===== config.mk =====
export PLATFORM = sky130hd
export DESIGN_NAME = bram_stream_reader
export DESIGN_NICKNAME = d
export VERILOG_FILES = /design/src/rtl/bram_stream_reader_pkg.sv /design/src/rtl/bram_skid_fifo.sv /design/src/rtl/bram_stream_reader.sv
export SDC_FILE = /design/constraint.sdc
export NUM_CORES = 1
export LEC_CHECK = 0
export CAP_MARGIN = 20
export CORE_ASPECT_RATIO = 2
export CORE_MARGIN = 3
export CORE_UTILIZATION = 52
export DETAILED_ROUTE_END_ITERATION = 16
export PLACE_DENSITY = 0.81
export SLEW_MARGIN = 30
export SYNTH_ARGS = -nofsm -noshare
export SYNTH_HDL_FRONTEND = slang
export SYNTH_SLANG_ARGS = --single-unit

===== constraint.sdc =====
create_clock -name clock -period 4.74 [get_ports clock]
set_clock_uncertainty 0.05 [all_clocks]
set_input_delay 0.474 -clock clock [delete_from_list [all_inputs] [get_ports clock]]
set_output_delay 0.474 -clock clock [all_outputs]
set_load 0.02 [all_outputs]

===== src/rtl/bram_stream_reader_pkg.sv =====
// Shared types and constants for the block-RAM stream reader and its skid FIFO.
package bram_stream_reader_pkg;

  typedef enum logic [1:0] {
    StIdle,
    StRead,
    StDrain,
    StDone
  } state_e;

  localparam int unsigned FifoDepth      = 2;
  localparam int unsigned FifoCountWidth = $clog2(FifoDepth + 1);

endpackage


===== src/rtl/bram_skid_fifo.sv =====
// Two-entry synchronous FIFO that absorbs the RAM read latency under backpressure.
module bram_skid_fifo
  import bram_stream_reader_pkg::*;
#(
  parameter int unsigned blockLength = 32
) (
  input  logic                      clock,
  input  logic                      reset,
  input  logic                      push,
  input  logic [blockLength-1:0]    pushData,
  input  logic                      pop,
  output logic [blockLength-1:0]    headData,
  output logic [FifoCountWidth-1:0] count
);

  logic [blockLength-1:0]    mem_q [FifoDepth];
  logic                      rd_ptr_q, wr_ptr_q;
  logic [FifoCountWidth-1:0] count_q, count_d;
  logic                      do_push, do_pop;

  assign do_pop  = pop && (count_q != '0);
  // A push into a full FIFO is accepted only when the head leaves in the same cycle.
  assign do_push = push && ((count_q != FifoCountWidth'(FifoDepth)) || do_pop);

  always_comb begin
    count_d = count_q;
    if (do_push && !do_pop) begin
      count_d = count_q + 1'b1;
    end else if (!do_push && do_pop) begin
      count_d = count_q - 1'b1;
    end
  end

  // One-bit pointers: the depth is fixed at two entries.
  always_ff @(posedge clock) begin
    if (reset) begin
      mem_q[0] <= '0;
      mem_q[1] <= '0;
      rd_ptr_q <= 1'b0;
      wr_ptr_q <= 1'b0;
      count_q  <= '0;
    end else begin
      if (do_push) begin
        mem_q[wr_ptr_q] <= pushData;
        wr_ptr_q        <= ~wr_ptr_q;
      end
      if (do_pop) begin
        rd_ptr_q <= ~rd_ptr_q;
      end
      count_q <= count_d;
    end
  end

  assign headData = mem_q[rd_ptr_q];
  assign count    = count_q;

endmodule


===== src/rtl/bram_stream_reader.sv =====
// Walks a wrapping address range of a registered-read block RAM and streams the words out
// on a valid/ready interface, throttled by a credit rule so the skid FIFO never overflows.
module bram_stream_reader
  import bram_stream_reader_pkg::*;
#(
  parameter int unsigned blockLength     = 32,
  parameter int unsigned memDepth        = 64,
  parameter int unsigned addressBitWidth = 6
) (
  input  logic                       clock,
  input  logic                       reset,
  input  logic                       start,
  input  logic [addressBitWidth-1:0] startAddress,
  input  logic [addressBitWidth:0]   wordCount,
  output logic                       busy,
  output logic                       done,
  output logic [addressBitWidth-1:0] ramAddress,
  output logic                       ramWriteEnable,
  input  logic [blockLength-1:0]     ramDataOut,
  output logic [blockLength-1:0]     outData,
  output logic                       outValid,
  input  logic                       outReady
);

  state_e                       state_q, state_d;
  logic [addressBitWidth-1:0]   ram_address_q, ram_address_d, ram_address_next;
  logic [addressBitWidth:0]     word_count_q, word_count_d;
  logic [addressBitWidth:0]     issued_q, issued_d;
  logic                         inflight_q, inflight_d;
  logic                         issue, pop, fifo_empty_next;
  logic [FifoCountWidth-1:0]    fifo_count;
  logic [FifoCountWidth:0]      occupancy;

  assign ramWriteEnable = 1'b0;
  assign ramAddress     = ram_address_q;
  assign outValid       = (fifo_count != '0);
  assign pop            = outValid && outReady;

  // ramAddress is the next word to read; the RAM samples it at the edge where it is issued.
  assign ram_address_next = (ram_address_q == addressBitWidth'(memDepth - 1)) ? '0
                                                                              : ram_address_q + 1'b1;
  assign occupancy        = {1'b0, fifo_count} + (FifoCountWidth + 1)'(inflight_q);
  assign fifo_empty_next  = (fifo_count == '0) ||
                            ((fifo_count == FifoCountWidth'(1)) && pop);

  always_comb begin
    state_d       = state_q;
    ram_address_d = ram_address_q;
    word_count_d  = word_count_q;
    issued_d      = issued_q;
    issue         = 1'b0;
    busy          = 1'b1;
    done          = 1'b0;
    unique case (state_q)
      StIdle: begin
        busy = 1'b0;
        if (start) begin
          word_count_d = wordCount;
          issued_d     = '0;
          if (wordCount == '0) begin
            state_d = StDone;
          end else begin
            ram_address_d = startAddress;
            state_d       = StRead;
          end
        end
      end
      StRead: begin
        if ((issued_q < word_count_q) &&
            ((occupancy < (FifoCountWidth + 1)'(FifoDepth)) || pop)) begin
          issue         = 1'b1;
          ram_address_d = ram_address_next;
          issued_d      = issued_q + 1'b1;
          if (issued_d == word_count_q) begin
            state_d = StDrain;
          end
        end
      end
      StDrain: begin
        if (!inflight_q && fifo_empty_next) begin
          state_d = StDone;
        end
      end
      StDone: begin
        done    = 1'b1;
        state_d = StIdle;
      end
      default: state_d = StIdle;
    endcase
  end

  assign inflight_d = issue;

  always_ff @(posedge clock) begin
    if (reset) begin
      state_q       <= StIdle;
      ram_address_q <= '0;
      word_count_q  <= '0;
      issued_q      <= '0;
      inflight_q    <= 1'b0;
    end else begin
      state_q       <= state_d;
      ram_address_q <= ram_address_d;
      word_count_q  <= word_count_d;
      issued_q      <= issued_d;
      inflight_q    <= inflight_d;
    end
  end

  bram_skid_fifo #(
    .blockLength(blockLength)
  ) u_fifo (
    .clock   (clock),
    .reset   (reset),
    .push    (inflight_q),
    .pushData(ramDataOut),
    .pop     (pop),
    .headData(outData),
    .count   (fifo_count)
  );

endmodule


After elaboration in Yosys (flattened, before gate mapping)
Memory sizes are Yosys's and may differ from the RTL's. A register that Yosys moved wholly into a read port is not among the register bits.
Index checks and enable logic that the tools add are counted.
{"block": "classes", "n_lt_le_gt_ge": 2, "add_sub_neg": 5, "n_bitwise": 3, "eq_ne": 12, "muxes": 29, "n_reduce_logical": 26}
{"cell": "two-way mux 32 bit", "n": 1}
{"cell": "OR reduction 32 bit", "n": 1}
{"cell": "two-way mux 6 bit", "n": 4}
{"cell": "two-way mux 2 bit", "n": 7}
{"cell": "two-way mux 7 bit", "n": 2}
{"cell": "case mux 7 bit (2 select lines)", "n": 1}
{"cell": "two-way mux 1 bit", "n": 12}
{"cell": "!= test 2 bit, second input constant", "n": 6}
{"cell": "case mux 6 bit (2 select lines)", "n": 1}
{"cell": "logical AND 1 bit", "n": 8}
{"cell": "case mux 2 bit (4 select lines)", "n": 1}
{"cell": "AND reduction 4 bit", "n": 2}
{"cell": "adder 7 x 1 -> 7 bit, second input constant", "n": 1}
{"cell": "equality test 7 bit", "n": 1}
{"cell": "zero test 7 bit", "n": 1}
{"cell": "less-than comparator 7 bit", "n": 1}
{"cell": "adder 6 x 1 -> 6 bit, second input constant", "n": 1}
{"cell": "equality test 6 bit, second input constant", "n": 1}
{"cell": "nonzero test 2 bit", "n": 3}
{"cell": "equality test 2 x 1 -> 1 bit, second input constant", "n": 2}
{"cell": "equality test 2 bit, second input constant", "n": 2}
{"cell": "zero test 2 bit", "n": 2}
{"cell": "adder 2 x 1 -> 3 bit", "n": 1}
{"cell": "zero test 1 bit", "n": 3}
{"cell": "8 further kinds", "n": 12}
{"block": "totals", "input_bits": 49, "reg_bits": 27, "memories": 1, "ramBits": 64}
{"memory": "u_fifo.mem_q", "words": 2, "word_bits": 32, "rd": 1, "rd_ports_with_merged_regs": 1, "wr": 2, "line_no": "bram_skid_fifo.sv:16", "rtl": "logic [blockLength-1:0] mem_q [FifoDepth];"}

Longest topological paths before layout
{"block": "logic_depth", "ltp_word": 10, "ltp_mapped": 12, "ltp_nobuf": 12}

Hierarchy
Synthesis repeated with hierarchy kept, for this count alone.
{"block": "hier_totals", "cells_unflattened": 390, "hier_area_um2": 4687.0}
{"mod": "bram_skid_fifo", "n_inst": 1, "area_per_inst_um2": 3090.5, "cells_per_inst": 196, "seq_area_each_um2": 2021.9}
{"mod": "bram_stream_reader", "n_inst": 1, "area_per_inst_um2": 1596.5, "cells_per_inst": 194, "seq_area_each_um2": 460.4}

Least setup slack after synthesis
Ideal clock, no wire load.
{"block": "synth_timing", "kind": "register to register", "from": "reg u_fifo.count_q[0], in the netlist u_fifo.count[0]", "to": "mem u_fifo.mem_q[0][0] (enable)", "path_stages_with_launch": 8, "synth_period_minus_slack_ns": 3.891, "path_buffers": 0, "arrival_time_ns": 3.375, "required_time_ns": 4.224, "path_slack_ns": 0.849, "setup_ns": 0.466, "cell_sequence": "dfxtp_1 > inv_1 > ha_1 > nor2b_1 > inv_1 > nand2_1 > nand2_1 > o21ai_0"}
{"item": "from (decl)", "line_no": "bram_skid_fifo.sv:18", "rtl": "logic [FifoCountWidth-1:0] count_q, count_d;"}
{"item": "from (signal assigned)", "line_no": "bram_skid_fifo.sv:50", "rtl": "count_q <= count_d;"}
{"item": "to (decl)", "line_no": "bram_skid_fifo.sv:16"}

==> metrics.txt <==
post-DP HPWL=about 7600 um; sequential area share after synthesis=54.3%; Worst slew margin=~47%; total gr overflow=0; status=complete, no violations; syn nets=roughly 470; DR pass1 iterations=4; vias post-DR=roughly 3,400; final setup violation count=0; Crit path arrival time=about 2.5 ns; Peak Freq=between 300 and 400 MHz; Post-synth EDFFs=64; H-tree levels=3; Critical Path RT=approximately 4.7 ns; CTS tree=built; Startpoint Class=flip-flop; Slew @ Worst Pin=slightly below 0.8 ns; row cnt=47; core box area=8410 um^2; Adder-Cell Fraction of Synth Area=under 10%; capture point of the worst reg-to-reg path=u_fifo.mem_q[1][15]; CP max FO=32; Layout area overhead=28.8%; Root Driver=clkbuf_16; Post-CTS Resized=0; share of post-route cells with drive strength above 1=11.6%; largest net degree at the start of global routing=33; Syn Std Cell Area=roughly 4600 um^2; Final period util=a little over half; setup TNS=0 ns; hold-fix buffers at CTS=0; fill count=638; met2 WL=slightly below 6000 um; Via density=5.71; top sig layer=met4; DR iter-0 viols=between 200 and 250; initial antenna violation count=0; Metal-1 WL=between 3000 and 4000 um; Routed Antenna Nets=0; DIE HEIGHT=139 um; post-synthesis register bit count=approximately 90; hold path startpoint=word_count_q[0]; number of clock sinks=92; Unique masters post-synth=53; WHS Endpoint=word_count_q[0]; Worst setup EP type=flip-flop; largest family of logic cells by synthesized area=simple AND/OR/NAND/NOR gates; Ports=slightly above 90; Register-to-Register Path Depth=9; CTS max path bufs=2; RR Startpoint=u_fifo.count[0]; RD Place Congestion=~0.94; Leak=around 2.3 nW; PD cells=~470 nW/um^2; placed cells=575; Simple-Gate Fraction of Synth Area=17.9%; Clk pin slew, worst setup/hold paths=roughly 0.060 ns; total count of hold-check failures in the final report=0; Most used DFF post-synth=edfxtp_1; Finished Layout Cells=between 500 and 600; post-synthesis mux area share=under 10%; routed wire length=about 10,000 um; HP Class=reg -> reg; routed length per instance=~17 um; nets=about 560; Port Buffers=89; Ant. Diodes=0; Async SR Flop Fraction=0%; max-slew violations=0; Synth Area in Compound Gates=under 10%; WL met3=roughly 410 um; CTS Buf Count=9; Setup Buffers After CTS=0; R2R Setup Slk=approximately 2.2 ns; Clock Latency Late Sink=0.34 ns; # DRC=0; Hold Crit Depth=2; global-route usage over all layers=21.6%; Max rail drop VDD=around 0.00043 V; die footprint=roughly 10,000 um^2; Die X=a little over 70 um; Crit Path Category=reg -> reg; RSZ-0062 raised after global routing=no; global-route wire length before repair=about 17,000 um; Synthesis Warnings=0; Max-Cap Viols=0; Syn Area/Cell=approximately 11 um^2; Synth Instances=400; post-synthesis xor/xnor area fraction=under 10%; vias in the first global route=3,481; post-route minimum period=around 2.6 ns; Initial Util=between 50 and 60%
[stage by stage]
stage               util [%]  hold WS, ns  instance area (um^2)  power, W  setup WS, ns
floorplan                  -        0.391                  4570   0.00169         0.849
global placement        66.1        0.410                  5560   0.00205          1.91
detailed placement      66.5        0.418                  5590   0.00209          1.87
CTS                     70.0        0.416                  5890   0.00281          2.14
global route            70.0        0.438                  5890   0.00294          1.94
finish                  70.0        0.421                  5890   0.00280          2.16
[worst max path at each step]
stage | start | endpoint | depth (start not counted) | slack (ns)
final | u_fifo.count[0] | u_fifo.mem_q[1][15] | 9 | 2.16
after global routing | u_fifo.count[0] | u_fifo.mem_q[1][15] | 9 | 1.94
after CTS | u_fifo.count[0] | u_fifo.mem_q[1][15] | 9 | 2.14
after detailed placement | outReady | u_fifo.mem_q[1][4] | 8 | 1.87
after global placement | outReady | u_fifo.mem_q[1][6] | 8 | 1.91
after floorplan | u_fifo.count[0] | u_fifo.mem_q[0][0] | 7 | 0.85
[critical path, cell delays in order (launching register included)]
cell	delay, ns
dfxtp_1	0.39
inv_1	0.08
ha_1	0.23
nor2b_1	0.22
inv_1	0.09
nand2_1	0.07
nand2_1	0.14
inv_1	0.12
and3_1	0.17
or2_2	0.63
[cell type report]
cell class / count / area, um^2 / share of cell area, %
clock buffers: 10 / 229 / 3.89
inverters: 21 / 78.8 / 1.34
clock inverters: 6 / 72.6 / 1.23
flip-flops and latches: 92 / 2480 / 42.1
repair buffers: 94 / 948 / 16.1
well taps: 98 / 123 / 2.08
multi-input cells: 270 / 1960 / 33.2
[logic make-up (layout without fill, tap and decap cells)]
family,count (synthesis),after routing
xor+xnor,10,10
flops,92,92
fa+ha+maj,18,18
mux,37,37
buf+inv,38,131
compound gates,60,60
other cells,1,1
simple gates,144,144
[sequential cells by signal, indices dropped and copies added, names as in the netlist, named ones only]
signal	cells
u_fifo.wr_ptr_q	1
u_fifo.count	2
u_fifo.mem_q	64
inflight_q	1
state_q	2
issued_q	7
u_fifo.rd_ptr_q	1
ramAddress	6
word_count_q	7
[routing by layer]
metal,global-route usage (%),vias up
met1,22.4,1657
met2,40.3,103
li1,-,1589
met4,9.02,0
met5,0,-
met3,4.35,24
[cells in the final DEF, fill, tap and decap left out, types with 2 or more instances in the layout]
cell type         n
inv_1            20
mux2_2           21
mux2_1           11
nand3_1          11
nand4_1           4
o21a_1            2
a32o_1            2
xnor2_1           4
nor2_2            2
buf_4             4
edfxtp_1         64
o21ai_0           9
a31oi_1           3
nand2b_1          2
and2_1           65
o2111ai_1         2
xor2_1            6
inv_6             3
and3_1            3
nand2_1          23
o21ai_1           7
a211oi_2          2
a211oi_1          3
clkdlybuf4s50_1  89
mux2i_1           5
nor2_1           17
ha_1             18
nor2b_1           6
o21ai_2           2
clkbuf_16         9
o31ai_1           3
dfxtp_1          28
a21oi_1          17
[power by group]
part	switching, W	internal [W]
sequential	0.0000761	0.000972
clock	0.000304	0.000415
combinational	0.000567	0.000463
[synth_stat cells, types with 2 or more instances]
| master | number | area [um^2] |
|---|---|---|
| o21ai_0 | 10 | 50.1 |
| clkbuf_1 | 9 | 33.8 |
| mux2_2 | 21 | 236 |
| dfxtp_1 | 28 | 561 |
| a211oi_2 | 2 | 25.0 |
| ha_1 | 18 | 225 |
| xnor2_1 | 4 | 35.0 |
| o2111ai_1 | 2 | 17.5 |
| mux2_1 | 11 | 124 |
| o31ai_1 | 3 | 22.5 |
| nand2_1 | 23 | 86.3 |
| and3_1 | 3 | 18.8 |
| nand4_1 | 4 | 25.0 |
| o21a_1 | 2 | 15.0 |
| nor2_2 | 2 | 12.5 |
| edfxtp_1 | 64 | 1920 |
| a31oi_1 | 3 | 18.8 |
| nand3_1 | 11 | 55.1 |
| nor2_1 | 17 | 63.8 |
| xor2_1 | 6 | 52.6 |
| a21oi_1 | 17 | 85.1 |
| buf_2 | 2 | 10.0 |
| mux2i_1 | 5 | 50.1 |
| nor2b_1 | 6 | 37.5 |
| a211oi_1 | 3 | 22.5 |
| a32o_1 | 2 | 20.0 |
| buf_1 | 5 | 18.8 |
| nand2b_1 | 2 | 12.5 |
| and2_1 | 65 | 407 |
| o21ai_2 | 2 | 17.5 |
| inv_1 | 20 | 75.1 |
| o21ai_1 | 7 | 35.0 |
Note: power is estimated with default switching activity, not from simulation.
